===== config.mk =====
export PLATFORM = sky130hd
export DESIGN_NAME = fireboy_controller_flat
export DESIGN_NICKNAME = d
export VERILOG_FILES = /design/src/rtl/fireboy_controller_if.sv /design/src/rtl/fireboy_controller.sv /design/src/flat_wrapper.sv
export SDC_FILE = /design/constraint.sdc
export NUM_CORES = 1
export LEC_CHECK = 0
export ABC_AREA = 1
export CORE_ASPECT_RATIO = 0.5
export CORE_MARGIN = 5
export CORE_UTILIZATION = 40
export DETAILED_ROUTE_END_ITERATION = 16
export MAX_ROUTING_LAYER = met4
export PLACE_DENSITY = 0.7
export SYNTH_ARGS = -nofsm -noshare
export SYNTH_HDL_FRONTEND = slang
export SYNTH_SLANG_ARGS = --single-unit

===== constraint.sdc =====
create_clock -name clk -period 3.8 [get_ports clk]
set_clock_uncertainty 0.15 [all_clocks]
set_input_delay 0.57 -clock clk [delete_from_list [all_inputs] [get_ports clk]]
set_output_delay 0.57 -clock clk [all_outputs]
set_load 0.05 [all_outputs]

===== src/rtl/fireboy_controller_if.sv =====
// Fireboy controller bus interface.
// Groups the frame/keyboard/pixel inputs and the sprite outputs of
// fireboy_controller so they travel as one port.
//   master : drives frame_clk, keycodes, DrawX/DrawY; observes sprite outputs
//   slave  : the controller itself
interface fireboy_controller_if;
  logic        frame_clk;
  logic [7:0]  keycode0;
  logic [7:0]  keycode1;
  logic [9:0]  DrawX;
  logic [9:0]  DrawY;
  logic        is_Fireboy;
  logic [3:0]  Fireboy_direction;
  logic [11:0] Fireboy_address;
  logic [9:0]  Fireboy_X;
  logic [9:0]  Fireboy_Y;

  modport master (
    output frame_clk, keycode0, keycode1, DrawX, DrawY,
    input  is_Fireboy, Fireboy_direction, Fireboy_address, Fireboy_X, Fireboy_Y
  );

  modport slave (
    input  frame_clk, keycode0, keycode1, DrawX, DrawY,
    output is_Fireboy, Fireboy_direction, Fireboy_address, Fireboy_X, Fireboy_Y
  );
endinterface


===== src/rtl/fireboy_controller.sv =====
// Fireboy motion/animation engine.
// Once per video frame (rising edge of frame_clk) updates position, jump/fall
// physics, facing, walk direction and walk animation from the keyboard.
// Per pixel, combinationally reports whether DrawX/DrawY is inside the 32x32
// sprite box and the matching 12-bit sprite ROM address.
// Ports:
//   clk  - system clock
//   rst  - asynchronous active-high reset
//   bus  - fireboy_controller_if.slave (frame_clk, keycodes, DrawX/Y in;
//          is_Fireboy, Fireboy_direction/address/X/Y out)
module fireboy_controller #(
  parameter int X_INIT    = 64,
  parameter int Y_FLOOR   = 416,
  parameter int X_MIN     = 0,
  parameter int X_MAX     = 607,
  parameter int Y_MIN     = 0,
  parameter int STEP      = 2,
  parameter int JUMP_V    = 12,
  parameter int GRAVITY   = 1,
  parameter int VY_MAX    = 8,
  parameter int ANIM_DIV  = 6,
  parameter logic [7:0] KEY_LEFT  = 8'h50,
  parameter logic [7:0] KEY_RIGHT = 8'h4F,
  parameter logic [7:0] KEY_UP    = 8'h52
) (
  input  logic                 clk,
  input  logic                 rst,
  fireboy_controller_if.slave  bus
);

  typedef enum logic [1:0] {GROUND, JUMP, FALL} state_t;

  localparam logic [3:0] DIR_LEFT  = 4'd1;
  localparam logic [3:0] DIR_RIGHT = 4'd2;
  localparam logic [3:0] DIR_AIR   = 4'd3;
  localparam logic [3:0] DIR_STILL = 4'd4;

  localparam logic signed [10:0] XMIN_S   = 11'(X_MIN);
  localparam logic signed [10:0] XMAX_S   = 11'(X_MAX);
  localparam logic signed [10:0] STEP_S   = 11'(STEP);
  localparam logic signed [10:0] YMIN_S   = 11'(Y_MIN);
  localparam logic signed [10:0] YFLOOR_S = 11'(Y_FLOOR);
  localparam logic signed [7:0]  JUMP_VY  = 8'(-JUMP_V);
  localparam logic signed [7:0]  GRAV8    = 8'(GRAVITY);
  localparam logic signed [7:0]  VYMAX8   = 8'(VY_MAX);

  state_t             state_q, state_d;
  logic               frame_clk_q;
  logic               tick;
  logic [9:0]         x_q, x_d, y_q, y_d;
  logic signed [7:0]  vy_q, vy_d;
  logic [1:0]         anim_q, anim_d;
  logic [2:0]         anim_cnt_q, anim_cnt_d;
  logic               facing_left_q, facing_left_d;
  logic [3:0]         dir_q, dir_d;

  logic               key_l, key_r, key_u, move_l, move_r;
  logic signed [10:0] x_ext, x_left, x_right, y_ext, y_sum;
  logic signed [7:0]  vy_inc;

  // One-cycle pulse on the rising edge of the frame clock level.
  assign tick = bus.frame_clk & ~frame_clk_q;

  assign key_l  = (bus.keycode0 == KEY_LEFT)  || (bus.keycode1 == KEY_LEFT);
  assign key_r  = (bus.keycode0 == KEY_RIGHT) || (bus.keycode1 == KEY_RIGHT);
  assign key_u  = (bus.keycode0 == KEY_UP)    || (bus.keycode1 == KEY_UP);
  assign move_l = key_l & ~key_r;
  assign move_r = key_r & ~key_l;

  // Position math is done in 11-bit signed so a step past either edge is
  // seen as out of range instead of wrapping.
  assign x_ext   = signed'({1'b0, x_q});
  assign x_left  = x_ext - STEP_S;
  assign x_right = x_ext + STEP_S;
  assign y_ext   = signed'({1'b0, y_q});
  assign y_sum   = y_ext + signed'({{3{vy_q[7]}}, vy_q});
  assign vy_inc  = vy_q + GRAV8;

  always_ff @(posedge clk or posedge rst) begin
    if (rst) begin
      frame_clk_q   <= 1'b0;
      state_q       <= GROUND;
      x_q           <= 10'(X_INIT);
      y_q           <= 10'(Y_FLOOR);
      vy_q          <= '0;
      anim_q        <= '0;
      anim_cnt_q    <= '0;
      facing_left_q <= 1'b0;
      dir_q         <= DIR_STILL;
    end else begin
      frame_clk_q   <= bus.frame_clk;
      state_q       <= state_d;
      x_q           <= x_d;
      y_q           <= y_d;
      vy_q          <= vy_d;
      anim_q        <= anim_d;
      anim_cnt_q    <= anim_cnt_d;
      facing_left_q <= facing_left_d;
      dir_q         <= dir_d;
    end
  end

  always_comb begin
    state_d       = state_q;
    x_d           = x_q;
    y_d           = y_q;
    vy_d          = vy_q;
    anim_d        = anim_q;
    anim_cnt_d    = anim_cnt_q;
    facing_left_d = facing_left_q;
    dir_d         = dir_q;

    if (tick) begin
      if (move_l) begin
        facing_left_d = 1'b1;
        x_d = (x_left < XMIN_S) ? XMIN_S[9:0] : x_left[9:0];
      end else if (move_r) begin
        facing_left_d = 1'b0;
        x_d = (x_right > XMAX_S) ? XMAX_S[9:0] : x_right[9:0];
      end

      case (state_q)
        GROUND: begin
          // Takeoff only loads the velocity; Y starts moving next frame.
          if (key_u) begin
            state_d = JUMP;
            vy_d    = JUMP_VY;
          end
        end
        JUMP: begin
          if (y_sum < YMIN_S) begin
            y_d     = YMIN_S[9:0];
            vy_d    = '0;
            state_d = FALL;
          end else begin
            y_d  = y_sum[9:0];
            vy_d = vy_inc;
            if (!vy_inc[7]) state_d = FALL;
          end
        end
        FALL: begin
          if (y_sum >= YFLOOR_S) begin
            y_d     = YFLOOR_S[9:0];
            vy_d    = '0;
            state_d = GROUND;
          end else begin
            y_d  = y_sum[9:0];
            vy_d = (vy_inc > VYMAX8) ? VYMAX8 : vy_inc;
          end
        end
        default: state_d = GROUND;
      endcase

      // Direction reflects the state being entered, so takeoff reports
      // airborne on the same frame.
      if (state_d != GROUND) dir_d = DIR_AIR;
      else if (move_l)       dir_d = DIR_LEFT;
      else if (move_r)       dir_d = DIR_RIGHT;
      else                   dir_d = DIR_STILL;

      if (dir_d == DIR_LEFT || dir_d == DIR_RIGHT) begin
        if (anim_cnt_q == 3'(ANIM_DIV - 1)) begin
          anim_cnt_d = '0;
          anim_d     = anim_q + 2'd1;
        end else begin
          anim_cnt_d = anim_cnt_q + 3'd1;
        end
      end else begin
        anim_cnt_d = '0;
        anim_d     = '0;
      end
    end
  end

  // Pixel path: offsets relative to sprite top-left, mirrored when facing left.
  logic signed [10:0] ox, oy;
  logic               in_box;
  logic [4:0]         col;

  assign ox     = signed'({1'b0, bus.DrawX}) - x_ext;
  assign oy     = signed'({1'b0, bus.DrawY}) - y_ext;
  assign in_box = (ox >= 11'sd0) && (ox <= 11'sd31) && (oy >= 11'sd0) && (oy <= 11'sd31);
  assign col    = facing_left_q ? (5'd31 - ox[4:0]) : ox[4:0];

  assign bus.is_Fireboy        = in_box;
  assign bus.Fireboy_address   = in_box ? {anim_q, oy[4:0], col} : 12'd0;
  assign bus.Fireboy_direction = dir_q;
  assign bus.Fireboy_X         = x_q;
  assign bus.Fireboy_Y         = y_q;

endmodule

===== src/flat_wrapper.sv =====
// flat-port wrapper written by rule: the top's interface ports become plain ports
module fireboy_controller_flat 
#(
  parameter int X_INIT    = 64,
  parameter int Y_FLOOR   = 416,
  parameter int X_MIN     = 0,
  parameter int X_MAX     = 607,
  parameter int Y_MIN     = 0,
  parameter int STEP      = 2,
  parameter int JUMP_V    = 12,
  parameter int GRAVITY   = 1,
  parameter int VY_MAX    = 8,
  parameter int ANIM_DIV  = 6,
  parameter logic [7:0] KEY_LEFT  = 8'h50,
  parameter logic [7:0] KEY_RIGHT = 8'h4F,
  parameter logic [7:0] KEY_UP    = 8'h52
)
  (clk, rst, bus_frame_clk, bus_keycode0, bus_keycode1, bus_DrawX, bus_DrawY, bus_is_Fireboy, bus_Fireboy_direction, bus_Fireboy_address, bus_Fireboy_X, bus_Fireboy_Y);
  fireboy_controller_if bus_i ();
  input  logic clk;
  input  logic rst;
  input wire logic [$bits(bus_i.frame_clk)-1:0] bus_frame_clk;
  input wire logic [$bits(bus_i.keycode0)-1:0] bus_keycode0;
  input wire logic [$bits(bus_i.keycode1)-1:0] bus_keycode1;
  input wire logic [$bits(bus_i.DrawX)-1:0] bus_DrawX;
  input wire logic [$bits(bus_i.DrawY)-1:0] bus_DrawY;
  output wire logic [$bits(bus_i.is_Fireboy)-1:0] bus_is_Fireboy;
  output wire logic [$bits(bus_i.Fireboy_direction)-1:0] bus_Fireboy_direction;
  output wire logic [$bits(bus_i.Fireboy_address)-1:0] bus_Fireboy_address;
  output wire logic [$bits(bus_i.Fireboy_X)-1:0] bus_Fireboy_X;
  output wire logic [$bits(bus_i.Fireboy_Y)-1:0] bus_Fireboy_Y;
  assign bus_i.frame_clk = bus_frame_clk;
  assign bus_i.keycode0 = bus_keycode0;
  assign bus_i.keycode1 = bus_keycode1;
  assign bus_i.DrawX = bus_DrawX;
  assign bus_i.DrawY = bus_DrawY;
  assign bus_is_Fireboy = bus_i.is_Fireboy;
  assign bus_Fireboy_direction = bus_i.Fireboy_direction;
  assign bus_Fireboy_address = bus_i.Fireboy_address;
  assign bus_Fireboy_X = bus_i.Fireboy_X;
  assign bus_Fireboy_Y = bus_i.Fireboy_Y;
  fireboy_controller #(.X_INIT(X_INIT), .Y_FLOOR(Y_FLOOR), .X_MIN(X_MIN), .X_MAX(X_MAX), .Y_MIN(Y_MIN), .STEP(STEP), .JUMP_V(JUMP_V), .GRAVITY(GRAVITY), .VY_MAX(VY_MAX), .ANIM_DIV(ANIM_DIV), .KEY_LEFT(KEY_LEFT), .KEY_RIGHT(KEY_RIGHT), .KEY_UP(KEY_UP)) u_core (.clk(clk), .rst(rst), .bus(bus_i));
endmodule

# ---- Word-level counts from Yosys, hierarchy flattened
# Cells that the tools add are included.
dict set report totals {
  word_cells 92
  output_inout_bits 37
  regBits 41
  in_bits 39
}
dict set report op_classes {
  eq_ne 13
  addsub 9
  muxes 30
  order_cmp 9
  bitwise_logic 6
  reduce_logical 16
}
# cell count
set op_table {}
lappend op_table {{10-bit 2-to-1 mux} 6}
lappend op_table {{8-bit by 7-bit == test with 1-bit output (second input constant)} 6}
lappend op_table {{8-bit 2-to-1 mux} 4}
lappend op_table {{8-bit case mux with 3 select lines} 1}
lappend op_table {{11-bit by 1-bit >= comparator with 1-bit output (second input constant)} 2}
lappend op_table {{11-bit by 6-bit <= comparator with 1-bit output (second input constant)} 2}
lappend op_table {{11-bit by 1-bit less-than comparator with 1-bit output (second input constant)} 2}
lappend op_table {{10-bit by 10-bit subtractor with 11-bit output} 2}
lappend op_table {{10-bit case mux with 2 select lines} 1}
lappend op_table {{2-bit 2-to-1 mux} 7}
lappend op_table {{12-bit 2-to-1 mux} 1}
lappend op_table {{4-bit 2-to-1 mux} 3}
lappend op_table {{10-bit by 2-bit adder with 11-bit output (second input constant)} 1}
lappend op_table {{11-bit by 8-bit adder with 11-bit output} 1}
lappend op_table {{11-bit by 10-bit >= comparator with 1-bit output (second input constant)} 1}
lappend op_table {{11-bit > comparator (second input constant)} 1}
lappend op_table {{10-bit by 2-bit subtractor with 11-bit output (second input constant)} 1}
lappend op_table {{3-bit 2-to-1 mux} 3}
lappend op_table {{8-bit by 2-bit adder with 8-bit output (second input constant)} 1}
lappend op_table {{8-bit by 5-bit > comparator with 1-bit output (second input constant)} 1}
lappend op_table {{2-bit case mux with 3 select lines} 1}
lappend op_table {{2-bit AND reduction} 3}
lappend op_table {{2-bit nonzero test} 3}
lappend op_table {{5-bit 2-to-1 mux} 1}
lappend op_table {{18 further kinds} 28}

# ---- Depth between registers and ports, before layout
# Gate-level depths: netlist (run 1).
dict set report logic_depth {
  word_depth 12
  mapped_depth 21
  mapped_depth_nobuf 21
}

# ---- Least setup slack after synthesis (run 1)
# Ideal clock, no wire load.
dict set report synth_timing {
  path_kind {flip-flop to output port}
  from {reg u_core.x_q[1], in the netlist u_core.bus.Fireboy_X[1]}
  to {out bus_Fireboy_address[10]}
  arrival_time_ps 3301
  path_stages_with_launch 16
  t_required_ps 3080
  path_slack_ps -221
  n_path_buf 1
  path_cell_list {dfrtp_1 > inv_1 > fa_1 > a21oi_1 > o21bai_1 > a21oi_1 > nor2_1 > nor2_1 > xor2_1 > nand2_1 > inv_1 > nand4_1 > nor2_1 > nand4_1 > buf_4 > nor2_1}
}
dict set report synth_between {
  elab_chain_len 6
  elab_cells_between_ends 7
  classes_between {add/sub (1); order compare (2); mux (1); reduce/logical (3)}
}
# element line
set synth_lines {}
lappend synth_lines {{start: declaration} fireboy_controller.sv:50} ;# logic [9:0] x_q, x_d, y_q, y_d;
lappend synth_lines {{start signal: assignment} fireboy_controller.sv:83} ;# x_q <= 10'(X_INIT);
lappend synth_lines {{10-bit by 10-bit subtractor with 11-bit output *} fireboy_controller.sv:180} ;# assign ox = signed'({1'b0, bus.DrawX}) - x_ext;
lappend synth_lines {{11-bit by 1-bit >= comparator with 1-bit output / 11-bit by 6-bit <= comparator with 1-bit output (equally long branches)} fireboy_controller.sv:182} ;# assign in_box = (ox >= 11'sd0) && (ox <= 11'sd31) && (oy >= 11'sd0) && (oy <= 11'sd31);
lappend synth_lines {{1-bit logical AND * (3 in a row)} fireboy_controller.sv:182}
lappend synth_lines {{12-bit 2-to-1 mux *} fireboy_controller.sv:186} ;# assign bus.Fireboy_address = in_box ? {anim_q, oy[4:0], col} : 12'd0;
lappend synth_lines {{end: declaration} flat_wrapper.sv:29} ;# output wire logic [$bits(bus_i.Fireboy_address)-1:0] bus_Fireboy_address;
# Every way passes the cells marked *; elsewhere a longest branch is shown, timed or not.

# ---- Worst setup path after layout (run 1)
dict set report layout_timing {
  from {in bus_DrawY[1]}
  to {out bus_Fireboy_address[3]}
}
dict set report layout_between {
  elab_chain_len 5
  elab_cells_between_ends 6
  classes_between {add/sub (1); order compare (2); mux (1); reduce/logical (2)}
}
# element line
set layout_lines {}
lappend layout_lines {{start: declaration} flat_wrapper.sv:26} ;# input wire logic [$bits(bus_i.DrawY)-1:0] bus_DrawY;
lappend layout_lines {{10-bit by 10-bit subtractor with 11-bit output *} fireboy_controller.sv:181} ;# assign oy = signed'({1'b0, bus.DrawY}) - y_ext;
lappend layout_lines {{11-bit by 1-bit >= comparator with 1-bit output} fireboy_controller.sv:182}
lappend layout_lines {{1-bit logical AND} fireboy_controller.sv:182}
lappend layout_lines {{1-bit logical AND *} fireboy_controller.sv:182}
lappend layout_lines {{12-bit 2-to-1 mux *} fireboy_controller.sv:186}
# Marked as above.

==> impl_metrics.yaml, run 1 <==
status:
  run_status: "finished with violations"
  violations: "negative setup slack"
global_routing:
  grt_overflow: 0
  largest_net_degree_at_the_start_of_global_routing: 27
  number_of_global_route_vias_before_repair: 3890
  wire_length_of_the_first_global_routing_pass_mm: 18.49
  gr-usage-all-layers_pct: 18.09
  grt_antenna_before_repair: 0
final_layout:
  finish.cell_count_without_fillers: 838
  fill_cell_total_of_the_finished_layout: 935
  fin_nets: 780
  drive_gt1_share_pct: 15.62
  area.growth.synth_to_final_pct: 36.07
  seq_area_um2: 1008
  multi_input_area_um2: 2839
  antenna_diodes: 0
drt:
  routed_wire_length_per_instance_um: 12.91
  via_per_inst: 4.950
  remaining_drc_errors: 0
  via_count: 4148
  finalWirelength_mm: 10.82
  drt_first_pass_iters: 5
  drtAntennaViolNets: 0
  dr.first_iter.drc_count: 319
clock_network:
  clock_tree.root_cell: "clkbuf_16"
  cts_tree: "built"
  clk_pin_slew_worst_paths_ps: 60
  h-tree-depth: 2
  worst_skew_pair.late_latency_ps: 290
  hold_buffers: 0
  cts-root-to-sink-buffers: 2
  numClockSinks: 40
  cts_made_buffers: 5
worst_setup_path:
  data_arrival_at_the_endpoint_of_the_critical_path_ps: 3090
  critical_path_class: "input port to output pin"
  start_kind: "input port"
  setup.worst_path.end_class: "output pin"
  cpPeakStageDelay_ps: 510
  crit_family: "buffers and inverters"
  critical_path.max_fanout: 7
  crit_slowest_cell: "clkdlybuf4s50_1"
  timing.critical_path.required_ps: 3080
  path_buf_inv: 3
  cells_along_the_critical_path: "clkdlybuf4s50_1 -> ha_1 -> a21oi_1 -> o21ai_2 -> a21oi_1 -> nor2_1 -> nor2_1 -> xor2_1 -> nand4_1 -> nor2_2 -> nand4_1 -> buf_6 -> nor2_4 -> buf_12"
floorplan:
  die_width_um: 154.1
  fp.dieArea_um2: 12640
  core_area_um2: 10180
  floorplan.io_pins: 76
  dieHeight_um: 82.05
  number_of_rows_created_at_floorplan: 26
  effective_utilization_at_floorplan_pct: 40.78
timing:
  max-slew-margin-rel_pct: 62.28
  timing.final.crit_share_pct: 100.3
  fin_ws_ps: -10.44
  worst_slew_pin_slew_ps: 565.2
  unrepaired_setup_endpoints_after_global_routing: "yes"
  finalSetupViolations: 1
  timing.fmax_mhz: 262.4
  final-hold-violation-count: 0
  slew_viol_final: 0
  period_minus_slack_ps: 3810
placement:
  placed_cells_incl_taps: 824
  hpwlAfterDp_mm: 8.499
  gp_routability_congestion: 0.8995
  port_buffers: 74
power:
  power_frac_seq_pct: 19.2
  max-vdd-ir-drop_v: 0.0002534
  netSwitchingPower_uw: 1923
  p_int_uw: 1789
  fraction_of_power_spent_switching_nets_pct: 51.81
  power.leakage_uw: 0.002680
  power.combinational.fraction_pct: 67.4
  clock_power_share_pct: 13.4
  powerDensity_nw_per_um2: 656.8
  total_power_uw: 3711
synthesis:
  synthesis.instances: 606
  postSynth.topFlopCell: "dfrtp_1"
  seq_area_frac_synth_pct: 24.25
  yosys_warnings: 0
  number_of_distinct_library_cells_after_synthesis: 45
  synth.cell_area_um2: 4153
  synth-edff-count: 0
  synth-async-reset-ratio_pct: 100.0
  synth_fp_nets: 689
  syn_area_per_cell_um2: 6.853
  flop_and_latch_count_out_of_synthesis: 40
min_path:
  timing.hold.worst.class: "flip-flop to flip-flop"
job:
  cap_violations: 0
## cell usage after synthesis (12+ instances only)
master / n / area [µm²]
xor2_1: 22 / 192.7
nor2_1: 54 / 202.7
nand4_1: 17 / 106.4
ha_1: 41 / 513.0
dfrtp_1: 35 / 875.8
xnor2_1: 12 / 105.1
nand2_2: 12 / 75.07
nand2_1: 113 / 424.2
o21ai_0: 34 / 170.2
inv_1: 116 / 435.4
a21oi_1: 32 / 160.2
nand3_1: 36 / 180.2
## through the flow
step           utilization [%]  setup slack (ps)  setup TNS, ps  hold slack, ps  cell area [µm²]
2_1_floorplan                -            -220.9          -2164           330.9             4153
3_3_place_gp             51.49            -154.0          -1826           320.4             5243
3_5_place_dp             51.49            -191.0          -2300           322.7             5243
4_1_cts                  54.96             1.738              0           338.4             5597
5_1_grt                  55.49            -149.4          -1432           353.5             5650
6_report                 55.49            -10.44         -10.44           333.2             5650
## layer usage
layer  global-route usage [%]  share of wire [%]  vias up
li1                         -                  -     2153
met1                    24.88                 50     1866
met2                    28.30                 45      117
met3                    2.947                4.6       12
met4                    3.877                1.2        0
met5                        -                  0        -
## worst reg2reg max path: cells and delay by family (launching register included)
family | cells | cell delay (ps)
adders and majority gates | 2 | 650
DFF | 1 | 440
and+or+nand+nor | 12 | 1400
AOI/OAI and AO/OA | 1 | 120
## final cells by class
class / count / share of cell area (%)
inverter: 119 / 8.016
timing repair buffer: 92 / 17.83
sequential: 40 / 17.85
clock buffer: 5 / 2.214
clock inverter: 3 / 0.7529
multi-input combinational: 439 / 50.24
tap: 140 / 3.100
## power groups by stage
| stage | Combinational (µW) | Clock [µW] | Sequential, µW |
|---|---|---|---|
| after detailed placement | 2360 | 0 | 721 |
| after CTS | 2440 | 504 | 716 |
| after floorplan | 1560 | 0 | 939 |
| after global routing | 2790 | 532 | 735 |
| final | 2500 | 496 | 713 |
| after global placement | 2340 | 0 | 720 |
## cells in the final DEF, fill, tap and decap left out, types with 7 or more instances in the layout
master and count:
nor2_1 41, nor2_4 12, nor3_1 9, nand2_1 111, o21ai_0 32, o22ai_1 7, dfrtp_1 34, ha_1 34
xor2_1 22, nand2_2 14, nand3_1 36, a21oi_1 27, buf_4 16, inv_1 112, nand4_1 17, clkdlybuf4s50_1 56
xnor2_1 12, a21oi_2 7, buf_12 13
## sequential cells by signal (all words and copies together) (netlist names)
signal	flops
u_core.anim_cnt_q	3
u_core.anim_q	2
u_core.bus.Fireboy_X	10
u_core.bus.Fireboy_Y	10
u_core.bus.Fireboy_direction	3
u_core.facing_left_q	1
u_core.frame_clk_q	1
u_core.state_q	2
u_core.vy_q	8
## final timing paths
path | startpoint | cells after the start | endpoint | slack, ps
min in group asynchronous | rst | 2 | u_core.bus.Fireboy_X[0] | 480
setup / recovery | bus_DrawY[1] | 14 | bus_Fireboy_address[3] | -10
hold / removal | u_core.bus.Fireboy_direction[1] | 2 | u_core.bus.Fireboy_direction[1] | 330
hold reg to reg | u_core.bus.Fireboy_direction[1] | 2 | u_core.bus.Fireboy_direction[1] | 330
max in group asynchronous | rst | 3 | u_core.bus.Fireboy_Y[5] | 2190
setup reg to reg | u_core.vy_q[0] | 15 | u_core.bus.Fireboy_Y[9] | 950
## timing repair
| action | in CTS | in global routing |
|---|---|---|
| cloned | 1 | 0 |
| gates resized for setup | 44 | 19 |
| hold endpoints to repair | 0 | 0 |
| setup buffers | 3 | 4 |
| pin swaps | 17 | 18 |
| setup endpoints to repair | 13 | 13 |
## cells by family (layout without fill, tap and decap cells)
| logic type | Yosys count | count (layout) | synth area share (%) |
|---|---|---|---|
| compound gates | 103 | 103 | 14.52 |
| xor+xnor | 34 | 34 | 7.171 |
| fa+ha+maj | 44 | 44 | 13.80 |
| buf+inv | 127 | 219 | 11.87 |
| flops | 40 | 40 | 24.25 |
| other cells | 1 | 1 | 0.09030 |
| simple gates | 257 | 257 | 28.29 |
Power figures use the tool's default switching activity.
==> run 2, diff against run 1 <==
--- a/config.mk
+++ b/config.mk
@@ -5,13 +5,13 @@
 export SDC_FILE = /design/constraint.sdc
 export NUM_CORES = 1
 export LEC_CHECK = 0
-export ABC_AREA = 1
 export CORE_ASPECT_RATIO = 0.5
 export CORE_MARGIN = 5
 export CORE_UTILIZATION = 40
 export DETAILED_ROUTE_END_ITERATION = 16
+export DONT_BUFFER_PORTS = 1
 export MAX_ROUTING_LAYER = met4
-export PLACE_DENSITY = 0.7
+export PLACE_DENSITY = 0.6
 export SYNTH_ARGS = -nofsm -noshare
 export SYNTH_HDL_FRONTEND = slang
 export SYNTH_SLANG_ARGS = --single-unit
==> impl_metrics.yaml, run 2 <==
status:
  run_status: "finished with violations"
  violations: "negative setup slack"
power:
  netSwitchingPower_uw: 1646
  power_frac_seq_pct: 22.0
  power.combinational.fraction_pct: 64.6
  p_int_uw: 1609
  powerDensity_nw_per_um2: 620.1
  total_power_uw: 3255
  power.leakage_uw: 0.002179
  max-vdd-ir-drop_v: 0.0003702
  clock_power_share_pct: 13.4
  fraction_of_power_spent_switching_nets_pct: 50.57
drt:
  remaining_drc_errors: 0
  drt_first_pass_iters: 5
  drtAntennaViolNets: 0
  routed_wire_length_per_instance_um: 16.40
  via_count: 4069
  dr.first_iter.drc_count: 206
  via_per_inst: 5.747
  finalWirelength_mm: 11.61
timing:
  setup-tns-final_ps: -7.734
  slew_viol_final: 0
  period_minus_slack_ps: 3808
  timing.fmax_mhz: 262.6
  worst_slew_pin_slew_ps: 1051
  unrepaired_setup_endpoints_after_global_routing: "yes"
  timing.final.crit_share_pct: 100.2
  max-slew-margin-rel_pct: 29.89
  finalSetupViolations: 1
  fin_ws_ps: -7.734
  final-hold-violation-count: 0
global_routing:
  grt_overflow: 0
  number_of_global_route_vias_before_repair: 3800
  largest_net_degree_at_the_start_of_global_routing: 27
  grt_antenna_before_repair: 0
  wire_length_of_the_first_global_routing_pass_mm: 18.82
  gr-usage-all-layers_pct: 18.44
min_path:
  hold_path_depth: 0
  timing.hold.worst.class: "input port to flip-flop"
worst_setup_path:
  cells_along_the_critical_path: "ha_4 -> inv_2 -> fa_2 -> a21o_1 -> a21oi_2 -> o21ai_1 -> a2111oi_1 -> a211oi_1 -> xnor2_1 -> o2111ai_2 -> buf_12 -> nor4b_4 -> buf_6"
  reg2regPathDepth: 12
  timing.critical_path.depth: 13
  timing.critical_path.required_ps: 3080
  reg_to_reg_slack_setup_ps: 220
  critical_path.max_fanout: 7
  start_kind: "flip-flop"
  path_buf_inv: 3
  data_arrival_at_the_endpoint_of_the_critical_path_ps: 3090
  cpPeakStageDelay_ps: 390
  critical_path_class: "flip-flop to output pin"
  crit_slowest_cell: "dfrtp_2"
  crit_family: "compound AO/OA/AOI/OAI gates"
  setup.worst_path.end_class: "output pin"
placement:
  hpwlAfterDp_mm: 9.106
  port_buffers: 0
  gp_routability_congestion: 0.9044
  placed_cells_incl_taps: 695
  preCtsSetupSlack_ps: -25.74
final_layout:
  area.growth.synth_to_final_pct: 24.25
  layout_common_cells: "inv_1, nand2_1, ha_1, nor2_1, o21ai_0"
  antenna_diodes: 0
  fin_nets: 650
  fill_cell_total_of_the_finished_layout: 959
  utilization_pct: 51.23
  layout.cells.most_common: "inv_1"
  drive_gt1_share_pct: 19.54
  finish.cell_count_without_fillers: 708
floorplan:
  dieHeight_um: 82.68
  core_area_um2: 10250
  number_of_rows_created_at_floorplan: 26
  effective_utilization_at_floorplan_pct: 41.23
  die_width_um: 155.4
  floorplan.io_pins: 76
  fp.dieArea_um2: 12840
synthesis:
  synth.cell_area_um2: 4225
  leading_cell_types_by_total_area_after_synthesis: "dfrtp_1, ha_1, o21ai_0, inv_1, a21oi_1"
  synth_fp_nets: 611
  yosys_warnings: 0
  seq_area_frac_synth_pct: 23.84
  synth-async-reset-ratio_pct: 100.0
  post-synth-top-area-cell: "dfrtp_1"
  yosys.cell_count.top_type: "inv_1"
  synth_largest_type_area_fraction_pct: 20.73
  synth-edff-count: 0
  synthesis.instances: 528
  syn_area_per_cell_um2: 8.002
  number_of_distinct_library_cells_after_synthesis: 75
  flop_and_latch_count_out_of_synthesis: 40
  post_synth_top_cells: "inv_1, ha_1, nand2_1, o21ai_0, nor2_1"
  postSynth.topFlopCell: "dfrtp_1"
clock_network:
  worst_skew_pair.late_latency_ps: 290
  clk_pin_slew_worst_paths_ps: 60
  numClockSinks: 40
  h-tree-depth: 2
  cts_tree: "built"
  cts_made_buffers: 5
  cts-root-to-sink-buffers: 2
  hold_buffers: 0
  clock_tree.root_cell: "clkbuf_16"
job:
  cap_violations: 0
## run 2: cell types whose count changed in the layout (fill, tap and decap cells not counted), moves of 15 or more
cell             previous run  this run
nand2_1                   111        40
clkdlybuf4s50_1            56         0
inv_1                     112        43
buf_4                      16        31
nand3_1                    36        17
## run 2: worst paths after layout
kind,from,endpoint
setup reg to reg,u_core.bus.Fireboy_Y[0],u_core.vy_q[2]
max in group asynchronous,rst,u_core.bus.Fireboy_X[6]
min in group asynchronous,rst,u_core.state_q[1]
hold / removal,bus_frame_clk,u_core.frame_clk_q
setup / recovery,u_core.bus.Fireboy_X[0],bus_Fireboy_address[8]
hold reg to reg,u_core.bus.Fireboy_Y[8],u_core.bus.Fireboy_Y[8]
## run 2: power groups by stage
stage,clock network (µW),logic [µW],registers [µW]
4_1_cts,448,2030,715
3_5_place_dp,0,2020,722
6_report,437,2100,715
3_3_place_gp,0,2000,724
2_1_floorplan,0,1440,804
5_1_grt,468,2300,730
## run 2: logic make-up (layout without fill, tap and decap cells)
logic type	Yosys count	count (layout)	synth area share, %
other	1	1	0.08875
flip-flops	40	40	23.84
adder cells (fa/ha/maj)	44	44	13.56
AO/OA/AOI/OAI	176	176	28.61
XOR/XNOR	24	24	5.153
AND/OR/NAND/NOR	173	173	21.29
buffers and inverters	64	104	6.011
multiplexers	6	6	1.451
## run 2: area by class of cell
class	instances	area (µm²)	share of cell area (%)
Multi-Input combinational cell	424	3253	61.96
Timing Repair Buffer	49	475.5	9.056
Inverter	47	181.4	3.456
Clock inverter	1	7.507	0.1430
Clock buffer	7	142.6	2.717
Tap cell	140	175.2	3.337
Sequential cell	40	1015	19.33
## run 2: repair_timing
item,in CTS,in global routing
endpoints found under the setup margin,4,13
gates resized for setup,11,13
endpoints found under the hold margin,0,0
buffers inserted,2,2
pin swaps,2,4
cloned,1,0
## run 2: metrics by stage
| stage | hold slack [ps] | cell area, µm² |
|---|---|---|
| finish | 157.4 | 5250 |
| detailed placement | 337.5 | 4955 |
| CTS | 151.1 | 5191 |
| global route | 145.5 | 5250 |
| global placement | 339.2 | 4955 |
| floorplan | 365.8 | 4494 |
## run 2: routing by layer
layer	track usage (%)	part of all wire, %
met1	23.59	47
met2	30.34	47
met3	3.696	4.6
met4	4.716	1.4
met5	-	0
